$ cat src/rtl/alu_nibble_sequencer_pkg.sv
// Shared definitions for the nibble-serial ALU sequencer: FSM states,
// slice width, and the common 4-bit function-select codes.
package alu_nibble_sequencer_pkg;

    // Width of one ALU slice operand/result.
    localparam int NIB_W = 4;

    // Sequencer FSM states.
    typedef enum logic [1:0] {
        ST_IDLE = 2'd0,
        ST_RUN  = 2'd1,
        ST_DONE = 2'd2
    } seq_state_e;

    // Select codes for the common operations (active-high data convention).
    // S_ADD: M=0, A plus B (+1 when cn_n=0).
    // S_SUB: M=0 with cn_n=0 gives A minus B; with cn_n=1 gives A minus B minus 1.
    // S_XOR: M=1, A xor B.
    localparam logic [3:0] S_ADD = 4'b1001;
    localparam logic [3:0] S_SUB = 4'b0110;
    localparam logic [3:0] S_XOR = 4'b0110;

endpackage

$ cat src/rtl/alu_nibble_sequencer.sv
// Drives one external 4-bit ALU slice across an NIBBLES-nibble operand,
// LSB nibble first. Carry is registered between nibbles, so there is no
// combinational path from slice_cn4_n back to slice_cn_n.
module alu_nibble_sequencer
    import alu_nibble_sequencer_pkg::*;
#(
    parameter int NIBBLES = 4,
    localparam int W      = NIB_W * NIBBLES
) (
    input  logic             clk,
    input  logic             rst_n,
    input  logic             start,
    input  logic [W-1:0]     a,
    input  logic [W-1:0]     b,
    input  logic [3:0]       s,
    input  logic             m,
    input  logic             cn_n,
    output logic             busy,
    output logic             done,
    output logic [W-1:0]     result,
    output logic             cn4_n,
    output logic             a_eq_b,
    output logic             zero,
    output logic [NIB_W-1:0] slice_a,
    output logic [NIB_W-1:0] slice_b,
    output logic [3:0]       slice_s,
    output logic             slice_m,
    output logic             slice_cn_n,
    input  logic [NIB_W-1:0] slice_f,
    input  logic             slice_cn4_n,
    input  logic             slice_aeb
);

    localparam int              IW   = (NIBBLES > 1) ? $clog2(NIBBLES) : 1;
    localparam logic [IW-1:0]   LAST = IW'(NIBBLES - 1);

    seq_state_e                      state_q;
    logic [NIBBLES-1:0][NIB_W-1:0]   a_q, b_q, result_q, result_d;
    logic [3:0]                      s_q;
    logic                            m_q;
    logic                            carry_q;
    logic                            aeb_q;
    logic                            busy_q;
    logic                            done_q;
    logic [IW-1:0]                   idx_q;

    // Splice the slice output into the current nibble of the result word.
    always_comb begin
        result_d         = result_q;
        result_d[idx_q]  = slice_f;
    end

    // Sequencer FSM: latch on start, one nibble per RUN cycle, one-cycle DONE.
    always_ff @(posedge clk or negedge rst_n) begin
        if (!rst_n) begin
            state_q  <= ST_IDLE;
            a_q      <= '0;
            b_q      <= '0;
            s_q      <= '0;
            m_q      <= 1'b0;
            carry_q  <= 1'b1;
            aeb_q    <= 1'b0;
            busy_q   <= 1'b0;
            done_q   <= 1'b0;
            idx_q    <= '0;
            result_q <= '0;
        end else begin
            case (state_q)
                ST_IDLE: begin
                    if (start) begin
                        a_q      <= a;
                        b_q      <= b;
                        s_q      <= s;
                        m_q      <= m;
                        carry_q  <= cn_n;
                        idx_q    <= '0;
                        result_q <= '0;
                        aeb_q    <= 1'b1;
                        busy_q   <= 1'b1;
                        state_q  <= ST_RUN;
                    end
                end
                ST_RUN: begin
                    result_q <= result_d;
                    carry_q  <= slice_cn4_n;
                    aeb_q    <= aeb_q & slice_aeb;
                    if (idx_q == LAST) begin
                        done_q  <= 1'b1;
                        state_q <= ST_DONE;
                    end else begin
                        idx_q <= idx_q + IW'(1);
                    end
                end
                ST_DONE: begin
                    // Starts seen here are dropped; next accept is back in IDLE.
                    done_q  <= 1'b0;
                    busy_q  <= 1'b0;
                    state_q <= ST_IDLE;
                end
                default: state_q <= ST_IDLE;
            endcase
        end
    end

    // Slice drive straight from the latched registers.
    assign slice_a    = a_q[idx_q];
    assign slice_b    = b_q[idx_q];
    assign slice_s    = s_q;
    assign slice_m    = m_q;
    assign slice_cn_n = carry_q;

    // Result side; carry register doubles as the top-nibble carry-out.
    assign busy   = busy_q;
    assign done   = done_q;
    assign result = result_q;
    assign cn4_n  = carry_q;
    assign a_eq_b = aeb_q;
    assign zero   = (result_q == '0);

endmodule

$ cat config.mk
export PLATFORM = sky130hd
export DESIGN_NAME = alu_nibble_sequencer
export DESIGN_NICKNAME = d
export VERILOG_FILES = /design/src/rtl/alu_nibble_sequencer_pkg.sv /design/src/rtl/alu_nibble_sequencer.sv
export SDC_FILE = /design/constraint.sdc
export NUM_CORES = 1
export LEC_CHECK = 0
export ABC_AREA = 1
export ABC_CLOCK_PERIOD_IN_PS = 1500
export BUFFER_PORTS_ARGS = -buffer_cell sky130_fd_sc_hd__buf_4
export CELL_PAD_IN_SITES_DETAIL_PLACEMENT = 1
export CELL_PAD_IN_SITES_GLOBAL_PLACEMENT = 1
export CORE_ASPECT_RATIO = 0.6
export CORE_UTILIZATION = 34
export CTS_CLUSTER_DIAMETER = 80
export DETAILED_ROUTE_END_ITERATION = 6
export GPL_ROUTABILITY_DRIVEN = 0
export PLACE_DENSITY = 0.76
export SLEW_MARGIN = 25
export SYNTH_ARGS = -nofsm -noshare
export SYNTH_HDL_FRONTEND = slang
export SYNTH_SLANG_ARGS = --single-unit
$ cat constraint.sdc
create_clock -name clk -period 1.5 [get_ports clk]
set_clock_uncertainty 0.1 [all_clocks]
set_input_delay 0.3 -clock clk [delete_from_list [all_inputs] [get_ports clk]]
set_output_delay 0.3 -clock clk [all_outputs]
set_load 0.005 [all_outputs]
# ---- Word-level counts from Yosys, hierarchy flattened
# Index checks and enable logic that the tools add are counted.
dict set report totals {
  reg_bits 61
}
dict set report classes {
  add_sub_neg 1
  magnitude_cmp 2
  n_eq_ne 6
  n_mux 22
  n_bitwise 1
  n_reduce_logical 12
}
# cell n
set ops {}
lappend ops {{$pmux 16 s2} 1}
lappend ops {{$bmux 4 s2} 2}
lappend ops {{$bwmux 16} 1}
lappend ops {{$logic_not 16->1} 1}
lappend ops {{$mux 16} 1}
lappend ops {{$mux 4} 3}
lappend ops {{$reduce_and 2->1} 5}
lappend ops {{$demux 4 s2} 1}
lappend ops {{$mux 2} 4}
lappend ops {{$pmux 1 s2} 4}
lappend ops {{$pmux 2 s2} 2}
lappend ops {{$ne 2x2->1 const B} 3}
lappend ops {{$reduce_bool 2->1} 3}
lappend ops {{$eq 2x2->1 const B} 2}
lappend ops {{$lt 2x3->1 const B} 1}
lappend ops {{$mux 1} 3}
lappend ops {{$reduce_and 3->1} 1}
lappend ops {{$add 2x1->2 const B} 1}
lappend ops {{$eq 2x1->1 const B} 1}
lappend ops {{$ge 2x1->1 const B} 1}
lappend ops {{$logic_not 2->1} 1}
lappend ops {{$and 1x1->1} 1}
lappend ops {{$logic_and 1x1->1} 1}

# ---- Logic depth before layout (Yosys ltp)
dict set report depth {
  ltp_word 6
  ltp_mapped 7
  depth_no_buf 6
}

# ---- Worst setup path before layout
# Ideal clock, no wire load.
dict set report synth_path {
  path_kind {register -> register}
  startpoint {register idx_q[1]}
  endpoint {register result_q, in the netlist result[0]}
  setup_ns 0.084
  t_arrival_ns 1.410
  path_slack_ns -0.094
  stages_incl_launch_ff 8
  period_less_slack_ns 1.594
  cell_sequence {dfrtp_1 -> buf_2 -> buf_1 -> inv_1 -> ha_1 -> nand3_1 -> nand3_1 -> o21ai_0}
}
dict set report synth_via {
  elab_chain_cells 6
  word_cells_on_any_way 7
  cone_classes {2 x order compare; 4 x mux; 1 x reduce/logical}
}
# element line_no
set synth_lines {}
lappend synth_lines {{start: declaration} alu_nibble_sequencer.sv:45} ;# logic [IW-1:0] idx_q;
lappend synth_lines {{start signal: assignment} alu_nibble_sequencer.sv:91} ;# idx_q <= idx_q + IW'(1);
lappend synth_lines {{$lt 2x3->1 (implied by the code) or $ge 2x1->1 (tied branches)} alu_nibble_sequencer.sv:50} ;# result_d[idx_q] = slice_f;
lappend synth_lines {{$logic_and 1x1->1 (implied by the code)} alu_nibble_sequencer.sv:50}
lappend synth_lines {{$mux 4 (implied by the code)} alu_nibble_sequencer.sv:50}
lappend synth_lines {{$demux 4 s2 (*)} alu_nibble_sequencer.sv:50}
lappend synth_lines {{$bwmux 16 (*)} alu_nibble_sequencer.sv:50}
lappend synth_lines {{$pmux 16 s2 (*)} alu_nibble_sequencer.sv:68} ;# case (state_q)
lappend synth_lines {{end signal: assignment} alu_nibble_sequencer.sv:84} ;# result_q <= result_d;
lappend synth_lines {{end: declaration} alu_nibble_sequencer.sv:38} ;# logic [NIBBLES-1:0][NIB_W-1:0] a_q, b_q, result_q, result_d;
# Every way passes the cells marked *; elsewhere a longest branch is shown, timed or not.
# A chain may end at the register's enable or synchronous reset.

# ---- Worst setup path after layout
dict set report layout_path {
  startpoint {register idx_q[0]}
  endpoint {output slice_a[2]}
}
dict set report layout_via {
  elab_chain_cells 2
}
# element line_no
set layout_lines {}
lappend layout_lines {{$bmux 4 s2} alu_nibble_sequencer.sv:106} ;# assign slice_a = a_q[idx_q];
lappend layout_lines {{$mux 4 (implied by the code)} alu_nibble_sequencer.sv:106}
lappend layout_lines {{end: declaration} alu_nibble_sequencer.sv:24} ;# output logic [NIB_W-1:0] slice_a,
# Every way passes these cells. The select of a mux whose other input is x is not followed.

==> flow_summary.json <==
{
  "place_area_sq_mm": 0.003651,
  "first_pass_iters": 4,
  "cts_num_sinks": 61,
  "crit_type": "reg -> out",
  "fillCellCount": 953,
  "grt_overflow": 0,
  "ir_drop_mv": 0.9109,
  "std_cell_rows": 25,
  "area_growth_pct": 49.02,
  "grt_max_degree": 38,
  "yosysUniqueCellTypes": 19,
  "holdWs_ns": 0.08521,
  "clock_path_buffers": 2,
  "setup_viol": 10,
  "antenna_found_initial": 0,
  "fin_cells": 560,
  "track_usage_pct": 22.21,
  "chipWidth_um": 120.4,
  "hold_viol": 0,
  "start_util_pct": 35.70,
  "die_y_um": 73.03,
  "rsz0062_at_grt": "true",
  "hp-class": "in -> reg",
  "layout_common_cells": "nand2_1, buf_4, dfrtp_1, nand3_1, inv_1",
  "critPathCaptureType": "output port",
  "cts_buffers": 9,
  "first_global_vias": 2840,
  "max_cap_violations": 0,
  "place_ws_ns": 0.01675,
  "io-pin-count": 82,
  "via_per_inst": 4.889,
  "status": "complete, but fails checks",
  "p_leak_nw": 2.206,
  "synth_seq_cells": 61,
  "clk_latency_ns": 0.33,
  "tns_ns": -2.725,
  "arrival_ns": 1.44,
  "ys_seq_area_share_pct": 53.44,
  "slew_headroom_pct": 75.73,
  "clockRootBuffer": "clkbuf_16",
  "ys.warnings.count": 0,
  "dp.final_hpwl_um": 6138,
  "slew_violations": 0,
  "clkTransAtPathRegs_ns": 0.05,
  "final_core_util_pct": 53.20,
  "syn-num-nets": 399,
  "fin_nets": 499,
  "worstMarginPinSlew_ns": 0.3641,
  "pwr_density_cell_mw_per_mm2": 2198,
  "ant_nets": 0,
  "first_iter_violations": 134,
  "violations": "negative setup slack",
  "fmax_mhz": 544.9,
  "totalWireLength_um": 9473,
  "io_buffer_count": 81,
  "cts_tree": "yes",
  "cp-start-kind": "register",
  "wl_per_cell_um": 16.92,
  "post-route-drc-count": 0,
  "place_inst": 529,
  "synthCells": 347,
  "die-area_sq_mm": 0.008792,
  "grt_pass1_wl_um": 14530,
  "worstPathMaxFanout": 9,
  "power_mw": 9.365,
  "netlist_area_sq_mm": 0.002859,
  "fin_crit_ns": 1.835,
  "post-route-period-util_pct": 122.4,
  "final_common_cell": "nand2_1",
  "layout-drive-gt1-share_pct": 34.96,
  "setup_ws_ns": -0.3354,
  "htreeDepth": 3,
  "vias": 2738,
  "fin_area_sq_mm": 0.004260,
  "avgSynthCellArea_sq_um": 8.239,
  "fp.coreArea_sq_mm": 0.008008,
  "critPathRequiredTime_ns": 1.10,
  "diodes": 0
}
-- final cells by class --
cell class / count / area (sq um) / area share (%)
flip-flops and latches: 61 / 1529 / 35.89
clock buffers: 15 / 267.8 / 6.285
multi-input cells: 234 / 1279 / 30.01
inverters: 31 / 123.9 / 2.907
well taps: 108 / 135.1 / 3.172
repair buffers: 110 / 920.9 / 21.62
clock inverters: 1 / 5.005 / 0.1175
-- sequential cells by signal (all words and copies together), names as in the netlist --
signal   count
a_eq_b       1
a_q         16
b_q         16
busy         1
cn4_n        1
done         1
idx_q        2
result      16
slice_m      1
slice_s      4
state_q      2
-- cell usage after synthesis, drive strengths merged --
cell type | n | share of area (%)
nand2 | 106 | 14
dfrtp | 60 | 53
nand3 | 57 | 10
inv | 30 | 3.9
nor2 | 24 | 3.4
o21ai | 23 | 4.0
buf | 15 | 3.4
o211ai | 8 | 2.1
o21a | 8 | 2.1
clkbuf | 6 | 0.79
ha | 5 | 2.2
a21oi | 2 | 0.35
and2 | 1 | 0.22
clkinv | 1 | 0.13
dfstp | 1 | 0.92
-- final timing paths --
path                                          to  slack [ns]  cells after the start                 start
setup / recovery                      slice_a[2]       -0.34                      5  idx_q[0]$_DFFE_PN0P_
hold / removal               b_q[10]$_DFFE_PN0P_        0.09                      2                 b[10]
setup reg to reg           result[5]$_DFFE_PN0P_       -0.01                      6  idx_q[0]$_DFFE_PN0P_
hold reg to reg               b_q[1]$_DFFE_PN0P_        0.38                      2    b_q[1]$_DFFE_PN0P_
max in group asynchronous   idx_q[1]$_DFFE_PN0P_        0.44                      3                 rst_n
min in group asynchronous     b_q[3]$_DFFE_PN0P_        0.33                      2                 rst_n
-- per-layer routing --
layer  part of all wire (%)  global-route usage [%]
met5                      0                       0
met4                    1.1                   6.584
met3                    6.2                   7.656
met2                     46                   35.70
met1                     47                   28.56
-- logic make-up (layout without fill, tap and decap cells) --
| family | after synthesis | after routing | synth area share (%) |
|---|---|---|---|
| simple gates | 188 | 188 | 27.53 |
| fa+ha+maj | 5 | 5 | 2.188 |
| flops | 61 | 61 | 53.44 |
| compound gates | 41 | 41 | 8.578 |
| buf+inv | 52 | 157 | 8.271 |
-- what timing repair did --
action	4_1_cts	5_1_grt
setup endpoints to repair	11	26
endpoints found under the hold margin	23	0
hold buffers	1	0
cloned	1	0
pin swaps	5	9
buffers inserted	9	4
resized for setup	25	38
-- worst max-delay path: stages (launching register included) --
cell,delay [ns]
dfrtp_1,0.40
clkinv_4,0.13
buf_6,0.16
o211ai_1,0.19
nand2_1,0.08
buf_4,0.14
-- report_power, final --
| part | leakage [nW] | switching [mW] | internal (mW) | total [mW] |
|---|---|---|---|---|
| registers | 0.750 | 0.525 | 2.39 | 2.91 |
| logic | 1.32 | 2.43 | 2.13 | 4.56 |
| clock network | 0.134 | 0.691 | 1.21 | 1.90 |
| total | 2.21 | 3.64 | 5.72 | 9.37 |
Note: power is estimated with default switching activity, not from simulation.
